**src/rtl/btb_arbiter.sv**
```systemverilog
`timescale 1ns/1ps
`default_nettype none
// ============================================================================
// Module   : btb_arbiter
// Brief    : Shares a single-ported BTB between fetch lookups and buffered
//            execute-stage target updates. Lookups win, but a starvation
//            counter forces a queued update through after a run of lookups.
// Revision : 1.0 - initial release
// ============================================================================
module btb_arbiter #(
  parameter int UPD_DEPTH    = 2,
  parameter int STARVE_LIMIT = 4
) (
  input  logic        clk,
  input  logic        rst,
  input  logic        lookup_req,
  input  logic [31:0] lookup_pc,
  output logic [31:0] lookup_target,
  output logic        lookup_resp,
  input  logic        flush,
  input  logic        upd_valid,
  input  logic [31:0] upd_pc,
  input  logic [31:0] upd_target,
  output logic        upd_ready,
  output logic        btb_read,
  output logic        btb_write,
  output logic [31:0] btb_address,
  output logic [31:0] btb_wdata,
  input  logic [31:0] btb_rdata,
  input  logic        btb_resp
);

  localparam int c_PTR_W = (UPD_DEPTH > 1) ? $clog2(UPD_DEPTH) : 1;
  localparam int c_CNT_W = $clog2(UPD_DEPTH) + 1;
  localparam int c_STV_W = $clog2(STARVE_LIMIT) + 1;
  localparam logic [c_CNT_W-1:0] c_FULL    = c_CNT_W'(UPD_DEPTH);
  localparam logic [c_STV_W-1:0] c_STV_MAX = c_STV_W'(STARVE_LIMIT);

  typedef enum logic [1:0] {
    ST_IDLE   = 2'd0,
    ST_LOOKUP = 2'd1,
    ST_UPDATE = 2'd2
  } state_t;

  state_t r_state;
  state_t w_state_nxt;

  logic [31:0]        r_fifo_pc  [UPD_DEPTH];
  logic [31:0]        r_fifo_tgt [UPD_DEPTH];
  logic [c_PTR_W-1:0] r_wr_ptr;
  logic [c_PTR_W-1:0] r_rd_ptr;
  logic [c_CNT_W-1:0] r_count;
  logic [c_STV_W-1:0] r_starve;
  logic               r_discard;
  logic [31:0]        r_addr;

  logic w_empty;
  logic w_full;
  logic w_push;
  logic w_pop;
  logic w_grant_lookup;
  logic w_enter_update;
  logic w_lookup_done;

  assign w_empty       = (r_count == '0);
  assign w_full        = (r_count == c_FULL);
  // Ready comes from the registered count only, so a same-cycle pop never
  // opens the door and upd_valid never feeds back into upd_ready.
  assign upd_ready     = !w_full;
  assign w_push        = upd_valid && upd_ready;
  assign lookup_target = btb_rdata;

  // State register; strobes are decoded from it so reset drops them at once.
  always_ff @(posedge clk or posedge rst) begin
    if (rst) r_state <= ST_IDLE;
    else     r_state <= w_state_nxt;
  end

  // Next-state selection and BTB port drive; IDLE drives a quiet bus.
  always_comb begin
    w_state_nxt    = r_state;
    btb_read       = 1'b0;
    btb_write      = 1'b0;
    btb_address    = '0;
    btb_wdata      = '0;
    lookup_resp    = 1'b0;
    w_grant_lookup = 1'b0;
    w_enter_update = 1'b0;
    w_pop          = 1'b0;
    w_lookup_done  = 1'b0;
    case (r_state)
      ST_IDLE: begin
        if (!w_empty && (!lookup_req || w_full || (r_starve == c_STV_MAX))) begin
          w_state_nxt    = ST_UPDATE;
          w_enter_update = 1'b1;
        end else if (lookup_req && !flush) begin
          w_state_nxt    = ST_LOOKUP;
          w_grant_lookup = 1'b1;
        end
      end
      ST_LOOKUP: begin
        btb_read    = 1'b1;
        btb_address = r_addr;
        // A flush now or earlier in this transaction kills the result.
        lookup_resp = btb_resp && !r_discard && !flush;
        if (btb_resp) begin
          w_lookup_done = 1'b1;
          w_state_nxt   = ST_IDLE;
        end
      end
      ST_UPDATE: begin
        btb_write   = 1'b1;
        btb_address = r_fifo_pc[r_rd_ptr];
        btb_wdata   = r_fifo_tgt[r_rd_ptr];
        if (btb_resp) begin
          w_pop       = 1'b1;
          w_state_nxt = ST_IDLE;
        end
      end
      default: w_state_nxt = ST_IDLE;
    endcase
  end

  // Update FIFO bookkeeping; pointers wrap naturally since depth is 2^n.
  always_ff @(posedge clk or posedge rst) begin
    if (rst) begin
      r_wr_ptr <= '0;
      r_rd_ptr <= '0;
      r_count  <= '0;
    end else begin
      if (w_push) r_wr_ptr <= r_wr_ptr + c_PTR_W'(1);
      if (w_pop)  r_rd_ptr <= r_rd_ptr + c_PTR_W'(1);
      case ({w_push, w_pop})
        2'b10:   r_count <= r_count + c_CNT_W'(1);
        2'b01:   r_count <= r_count - c_CNT_W'(1);
        default: r_count <= r_count;
      endcase
    end
  end

  // FIFO storage; a push never lands on the head slot while it is in use.
  always_ff @(posedge clk) begin
    if (w_push) begin
      r_fifo_pc[r_wr_ptr]  <= upd_pc;
      r_fifo_tgt[r_wr_ptr] <= upd_target;
    end
  end

  // Lookup address capture, flush tracking and starvation accounting.
  always_ff @(posedge clk or posedge rst) begin
    if (rst) begin
      r_addr    <= '0;
      r_discard <= 1'b0;
      r_starve  <= '0;
    end else begin
      if (w_grant_lookup) r_addr <= lookup_pc;

      if ((r_state == ST_LOOKUP) && !btb_resp) r_discard <= r_discard | flush;
      else                                     r_discard <= 1'b0;

      if (w_enter_update || w_empty)
        r_starve <= '0;
      else if (w_lookup_done && (r_starve != c_STV_MAX))
        r_starve <= r_starve + c_STV_W'(1);
    end
  end

endmodule
`default_nettype wire

```
**config.mk**
```make
export PLATFORM = sky130hd
export DESIGN_NAME = btb_arbiter
export DESIGN_NICKNAME = d
export VERILOG_FILES = /design/src/rtl/btb_arbiter.sv
export SDC_FILE = /design/constraint.sdc
export NUM_CORES = 1
export LEC_CHECK = 0
export ABC_CLOCK_PERIOD_IN_PS = 8700
export CORE_MARGIN = 2
export CORE_UTILIZATION = 50
export CTS_CLUSTER_SIZE = 12
export DETAILED_ROUTE_END_ITERATION = 16
export PLACE_DENSITY = 0.85
export RECOVER_POWER = 25
export SETUP_SLACK_MARGIN = 0.05
export SYNTH_ARGS = -nofsm -noshare
export SYNTH_HDL_FRONTEND = slang
export SYNTH_SLANG_ARGS = --single-unit
export TNS_END_PERCENT = 5
```
**constraint.sdc**
```tcl
create_clock -name clk -period 8.7 [get_ports clk]
set_clock_uncertainty 0.15 [all_clocks]
set_input_delay 1.305 -clock clk [delete_from_list [all_inputs] [get_ports clk]]
set_output_delay 1.305 -clock clk [all_outputs]
set_load 0.03 [all_outputs]
```
==> qor.tcl, run 1 <==
set qor(outcome) {complete, no violations}
set qor(cts_hold_repair.buffers) 0
set qor(first_pass_grt_wire_length_mm) 24.27
set qor(synth_cell_types) 30
set qor(num_io_pins) 234
set qor(timing.hold.ws_ns) 0.3629
set qor(dp_slack_ns) 4.422
set qor(routabilityCongestion) 0.7589
set qor(switching_share_pct) 35.42
set qor(place.detailed.instances) 767
set qor(drive_gt1_share_pct) 16.91
set qor(fin_area_um2) 9540
set qor(setup_slack_ns) 4.209
set qor(synthToLayoutAreaGrowth_pct) 28.52
set qor(cap_viol_max_count) 0
set qor(number_of_enable_flip_flop_cells_after_synthesis) 128
set qor(rows) 44
set qor(post_synth_inst_count) 469
set qor(total_power_mw) 3.406
set qor(post_dp_cell_area_um2) 8974
set qor(fin_setup_tns_ns) 0
set qor(via_count) 4188
set qor(post_synth_instance_area_um2) 7423
set qor(maxSlewHeadroom_pct) 18.86
set qor(power_frac_comb_pct) 41.0
set qor(cts_made_buffers) 17
set qor(synth.avg_cell_area_um2) 15.83
set qor(ir_drop_mv) 0.2124
set qor(final.period_utilization_pct) 51.62
set qor(finalCriticalPeriod_ns) 4.491
set qor(sequentialPowerShare_pct) 38.0
set qor(cp_max_fo) 66
set qor(core_area_um2) 14530
set qor(power_frac_clock_pct) 21.1
set qor(first_global_vias) 4591
set qor(cts_tree) {yes}
set qor(p_per_area_nw_per_um2) 357.0
set qor(dieArea_um2) 15840
set qor(crit_type) {reg -> out}
set qor(hold_viol) 0
set qor(final_core_util_pct) 65.64
set qor(vias_per_cell) 5.235
set qor(setup_violations) 0
set qor(setup_repair_after_global_routing_missed_its_margin) {false}
set qor(remaining_drc_errors) 0
set qor(ant_nets) 0
set qor(die_x_um) 125.8
set qor(crit_path_cell_trace) {inv_1, ha_2, a22oi_1, nor2b_1, clkdlybuf4s50_1}
set qor(start_util_pct) 51.08
set qor(mostFrequentLayoutCells) {sky130_fd_sc_hd__edfxtp_1 (128), sky130_fd_sc_hd__clkdlybuf4s50_1 (111), sky130_fd_sc_hd__nor2b_1 (65)}
set qor(timing_max_transition_violations_final) 0
set qor(non_filler_instance_count_after_layout) 800
set qor(post_cts_sizing) 0
set qor(power_switching_mw) 1.206
set qor(clock_tree.buffer_depth) 2
set qor(final_common_cell) {sky130_fd_sc_hd__edfxtp_1}
set qor(largest_net_degree_at_the_start_of_global_routing) 67
set qor(die_y_um) 125.8
set qor(post_drt_wl_per_cell_um) 19.53
set qor(dpl.hpwl_mm) 9.851
set qor(postSynthNetCount) 609
set qor(crit_path_launch_type) {flip-flop}
set qor(synth.yosys.seq_area_share_pct) 65.94
set qor(drt-total-wl_mm) 15.62
set qor(power.static_leakage_nw) 3.495
set qor(synth.yosys.warnings) 0
set qor(antenna_found_initial) 1
set qor(clk_transition_reported_paths_ns) 0.06
set qor(final_net_count) 742
set qor(starting_drt_drc_count) 187
set qor(hold_path_class) {reg -> reg}
set qor(htreeDepth) 4
set qor(worst_skew_pair.late_latency_ns) 0.42
set qor(root_buffer) {sky130_fd_sc_hd__clkbuf_16}
set qor(timing.critical_path.slowest_stage_cell) {sky130_fd_sc_hd__ha_2}
set qor(tightest_slew_ns) 1.217
set qor(number_of_sinks_handled_by_clock_tree_synthesis) 170
set qor(ys_async_sr_fraction_pct) 24.71
set qor(critical_path.max_stage_delay_ns) 0.95
set qor(arrival_ns) 3.04
set qor(internal_power_consumption_mw) 2.199
set qor(timing.critical_path.to_type) {output pin}
set qor(port-buffer-count) 169
set qor(ys_seq_elements) 170
set qor(dominantRegCellSynth) {sky130_fd_sc_hd__edfxtp_1}
set qor(detailedRoute.firstPassIterationCount) 4
set qor(global_route.usage.total_pct) 20.00
set qor(worst-endpoint-required_ns) 7.24
set qor(overflow) 0
set qor(postCtsSetupBuffers) 0
set qor(maxClockFrequency_mhz) 222.7
==> registers in the layout, indices dropped and copies added, names as in the netlist <==
signal      cells
r_count         2
r_discard       1
r_fifo_tgt     64
r_starve        3
r_rd_ptr        1
r_fifo_pc      64
r_wr_ptr        1
r_addr         32
r_state         2
==> layer usage <==
layer | vias up | GRT usage, % | wire length, um
met5 | - | 0 | 0
met4 | 0 | 9.308 | 466
met3 | 43 | 6.754 | 1178
met2 | 166 | 33.90 | 7808
met1 | 2034 | 23.01 | 6169
li1 | 1945 | - | -
==> final timing paths <==
kind                            slack (ns)  cells past startpoint               startpoint                      end
worst min-delay path                  0.36                      1   r_addr[30]$_DFFE_PP0P_   r_addr[30]$_DFFE_PP0P_
worst max register to register        5.90                      6  r_starve[0]$_DFFE_PP0P_   r_addr[31]$_DFFE_PP0P_
min in group asynchronous             1.27                      2                      rst  r_starve[1]$_DFFE_PP0P_
worst min register to register        0.36                      1   r_addr[30]$_DFFE_PP0P_   r_addr[30]$_DFFE_PP0P_
max in group asynchronous             6.43                      2                      rst     r_rd_ptr$_DFFE_PP0P_
worst max-delay path                  4.21                      5   r_state[0]$_DFFE_PP0P_          btb_address[16]
==> area by class of cell <==
type                            count  area (um2)
Fill cell                        1032        4994
Multi-Input combinational cell    236        2116
Timing Repair Buffer              171        1707
Inverter                            6       22.52
Tap cell                          184       230.2
Sequential cell                   170        4898
Clock inverter                     14       135.1
Antenna cell                        1       2.502
Clock buffer                       18       429.2
==> worst max-delay path, delay by kind of cell, from the launching register on <==
family	cells	cell delay, ns
compound gates	1	0.19
fa+ha+maj	1	0.95
buf+inv	2	0.81
flops	1	0.40
simple gates	1	0.22
==> Yosys cell counts (6+ instances only) <==
library cell	n	share of area, %
sky130_fd_sc_hd__dfrtp_1	42	14
sky130_fd_sc_hd__a22oi_1	32	3.2
sky130_fd_sc_hd__mux2_4	30	6.1
sky130_fd_sc_hd__nor2b_1	65	5.5
sky130_fd_sc_hd__clkbuf_1	13	0.66
sky130_fd_sc_hd__edfxtp_1	128	52
sky130_fd_sc_hd__inv_1	6	0.30
sky130_fd_sc_hd__mux2i_1	34	4.6
sky130_fd_sc_hd__ha_1	6	1.0
sky130_fd_sc_hd__buf_4	35	3.5
sky130_fd_sc_hd__mux2_2	34	5.2
==> cells by family after synthesis <==
logic type	Yosys count	share of synthesized area (%)
flops	170	65.94
mux	98	15.81
compound gates	41	3.961
xor+xnor	6	0.7079
fa+ha+maj	6	1.011
buf+inv	63	5.764
simple gates	85	6.809
==> power groups by stage <==
stage	Sequential, mW	Combinational [mW]	Clock, mW
floorplan	1.22	1.04	0
global placement	1.29	1.38	0
detailed placement	1.31	1.41	0
CTS	1.30	1.42	0.732
global route	1.32	1.49	0.766
finish	1.29	1.40	0.718
(Power assumes the default switching activity.)
==> run 2: changes to the inputs <==
--- a/config.mk
+++ b/config.mk
@@ -5,12 +5,12 @@
 export SDC_FILE = /design/constraint.sdc
 export NUM_CORES = 1
 export LEC_CHECK = 0
-export ABC_CLOCK_PERIOD_IN_PS = 8700
+export ABC_CLOCK_PERIOD_IN_PS = 4050
 export CORE_MARGIN = 2
-export CORE_UTILIZATION = 50
+export CORE_UTILIZATION = 42
 export CTS_CLUSTER_SIZE = 12
 export DETAILED_ROUTE_END_ITERATION = 16
-export PLACE_DENSITY = 0.85
+export PLACE_DENSITY = 0.76
 export RECOVER_POWER = 25
 export SETUP_SLACK_MARGIN = 0.05
 export SYNTH_ARGS = -nofsm -noshare
==> constraint.sdc (replaced) <==
create_clock -name clk -period 4.05 [get_ports clk]
set_clock_uncertainty 0.15 [all_clocks]
set_input_delay 0.6075 -clock clk [delete_from_list [all_inputs] [get_ports clk]]
set_output_delay 0.6075 -clock clk [all_outputs]
set_load 0.03 [all_outputs]
==> run 2 against run 1 <==
Against the previous run: non-clock buffer count is 6 higher; clock power grew 120%; design area is 1.7% higher; combinational power up 120%; sequential power increased by 110%; sequential share of layout area decreased by 0.85 points; wire length up 2.2%; first-iteration DRC count fell by 17%; register-to-register slack lost 4.4 ns; largest cell class unchanged; largest power group unchanged.
==> qor.tcl, run 2 (same netlist as run 1, synthesis figures left out) <==
set qor(timing.critical_path.slowest_stage_cell) {sky130_fd_sc_hd__clkdlybuf4s50_1}
set qor(cts_made_buffers) 17
set qor(cp_max_fo) 20
set qor(vias_per_cell) 5.051
set qor(cp_top_family) {buffers and inverters}
set qor(timing_max_transition_violations_final) 0
set qor(reg2reg_from) {r_starve[0]$_DFFE_PP0P_}
set qor(drt-total-wl_mm) 15.97
set qor(rows) 48
set qor(maxSlewHeadroom_pct) 35.91
set qor(first_global_vias) 4699
set qor(power.static_leakage_nw) 3.548
set qor(synthToLayoutAreaGrowth_pct) 30.68
set qor(worst-r2r-setup-slack_ns) 1.48
set qor(remaining_drc_errors) 0
set qor(hold_path_class) {reg -> reg}
set qor(hold_viol) 0
set qor(detailedRoute.firstPassIterationCount) 4
set qor(outcome) {complete, no violations}
set qor(cts_tree) {yes}
set qor(dieArea_um2) 18750
set qor(cts_hold_repair.buffers) 0
set qor(worst-endpoint-required_ns) 3.29
set qor(arrival_ns) 2.77
set qor(port-buffer-count) 169
set qor(timing.hold.ws_ns) 0.3642
set qor(routabilityCongestion) 0.7454
set qor(setup_violations) 0
set qor(global_route.usage.total_pct) 17.56
set qor(htreeDepth) 4
set qor(mostFrequentLayoutCells) {sky130_fd_sc_hd__edfxtp_1 (128), sky130_fd_sc_hd__clkdlybuf4s50_1 (113), sky130_fd_sc_hd__nor2b_1 (65)}
set qor(clk_transition_reported_paths_ns) 0.06
set qor(starting_drt_drc_count) 156
set qor(root_buffer) {sky130_fd_sc_hd__clkbuf_16}
set qor(nFillCells) 1321
set qor(ant_nets) 0
set qor(fin_setup_tns_ns) 0
set qor(tightest_slew_ns) 0.9600
set qor(setup_slack_ns) 0.5230
set qor(hold_path.startpoint) {r_addr[25]$_DFFE_PP0P_}
set qor(num_io_pins) 234
set qor(startpoint) {r_state[1]$_DFFE_PP0P_}
set qor(die_y_um) 136.9
set qor(timing.hold.worst_path_depth) 1
set qor(die_x_um) 136.9
set qor(final.period_utilization_pct) 87.09
set qor(via_count) 4278
set qor(antenna_found_initial) 3
set qor(critical_path.max_stage_delay_ns) 0.69
set qor(finalCriticalPeriod_ns) 3.527
set qor(core_area_um2) 17300
set qor(largest_net_degree_at_the_start_of_global_routing) 53
set qor(dpl.hpwl_mm) 10.70
set qor(postCtsSetupBuffers) 0
set qor(p_per_area_nw_per_um2) 765.5
set qor(overflow) 0
set qor(crit_path_cell_trace) {inv_1, ha_1, buf_4, nor2b_1, clkdlybuf4s50_1}
set qor(setup_repair_after_global_routing_missed_its_margin) {false}
set qor(timing.critical_path.buf_inv) 3
set qor(post_drt_wl_per_cell_um) 18.86
set qor(cap_viol_max_count) 0
set qor(multi_input_comb_area_um2) 2113
set qor(final_common_cell) {sky130_fd_sc_hd__edfxtp_1}
set qor(post_cts_sizing) 0
set qor(drive_gt1_share_pct) 17.55
set qor(layout_top_registers) {r_fifo_pc x64, r_fifo_tgt x64, r_addr x32}
set qor(dp_slack_ns) 0.9270
set qor(timing.critical_path.to_type) {output pin}
set qor(start_util_pct) 42.92
set qor(worst_r2r_path_depth) 7
set qor(worst_skew_pair.late_latency_ns) 0.41
set qor(crit_path_launch_type) {flip-flop}
set qor(crit_type) {reg -> out}
set qor(ir_drop_mv) 0.4845
set qor(number_of_sinks_handled_by_clock_tree_synthesis) 170
set qor(hold_end) {r_addr[25]$_DFFE_PP0P_}
set qor(first_pass_grt_wire_length_mm) 24.49
set qor(reg2reg_to) {r_addr[25]$_DFFE_PP0P_}
set qor(area.sequential_um2) 4898
set qor(maxClockFrequency_mhz) 283.5
set qor(final_net_count) 748
set qor(clock_tree.buffer_depth) 2
[run 2: per-layer routing]
layer	share of wire, %	GRT usage (%)
met5	0.17	0
met4	2.5	6.873
met2	50	29.63
met3	7.3	5.963
met1	40	20.63
[run 2: through the flow]
| stage | utilization, % | std cells | total power, mW | cell area, um2 |
|---|---|---|---|---|
| 2_1_floorplan | - | 469 | 4.847 | 7426 |
| 3_3_place_gp | 52.71 | 814 | 5.847 | 9117 |
| 3_5_place_dp | 52.71 | 814 | 5.925 | 9117 |
| 4_1_cts | 56.07 | 846 | 7.528 | 9698 |
| 5_1_grt | 56.07 | 846 | 7.830 | 9698 |
| 6_report | 56.08 | 847 | 7.426 | 9701 |
[run 2: worst max path at each step]
stage | slack, ns | cells past startpoint | to
finish | 0.52 | 5 | btb_address[4]
global route | 0.32 | 5 | btb_address[4]
CTS | 0.48 | 5 | btb_address[4]
detailed placement | 0.93 | 5 | btb_address[4]
global placement | 0.99 | 5 | btb_address[4]
floorplan | 0.87 | 3 | r_fifo_pc[0][0]$_DFFE_PP_
[run 2: report_power, final]
group          switching, mW  internal (mW)
clock network          0.703          0.874
registers              0.301           2.43
logic                   1.64           1.48
[run 2: final cells by class]
type | instances | area share, %
antenna | 1 | 0.02580
clock buffer | 18 | 4.424
clock inverter | 14 | 1.561
inverter | 6 | 0.2322
multi-input combinational | 236 | 21.79
sequential | 170 | 50.50
tap | 225 | 2.902
timing repair buffer | 177 | 18.57
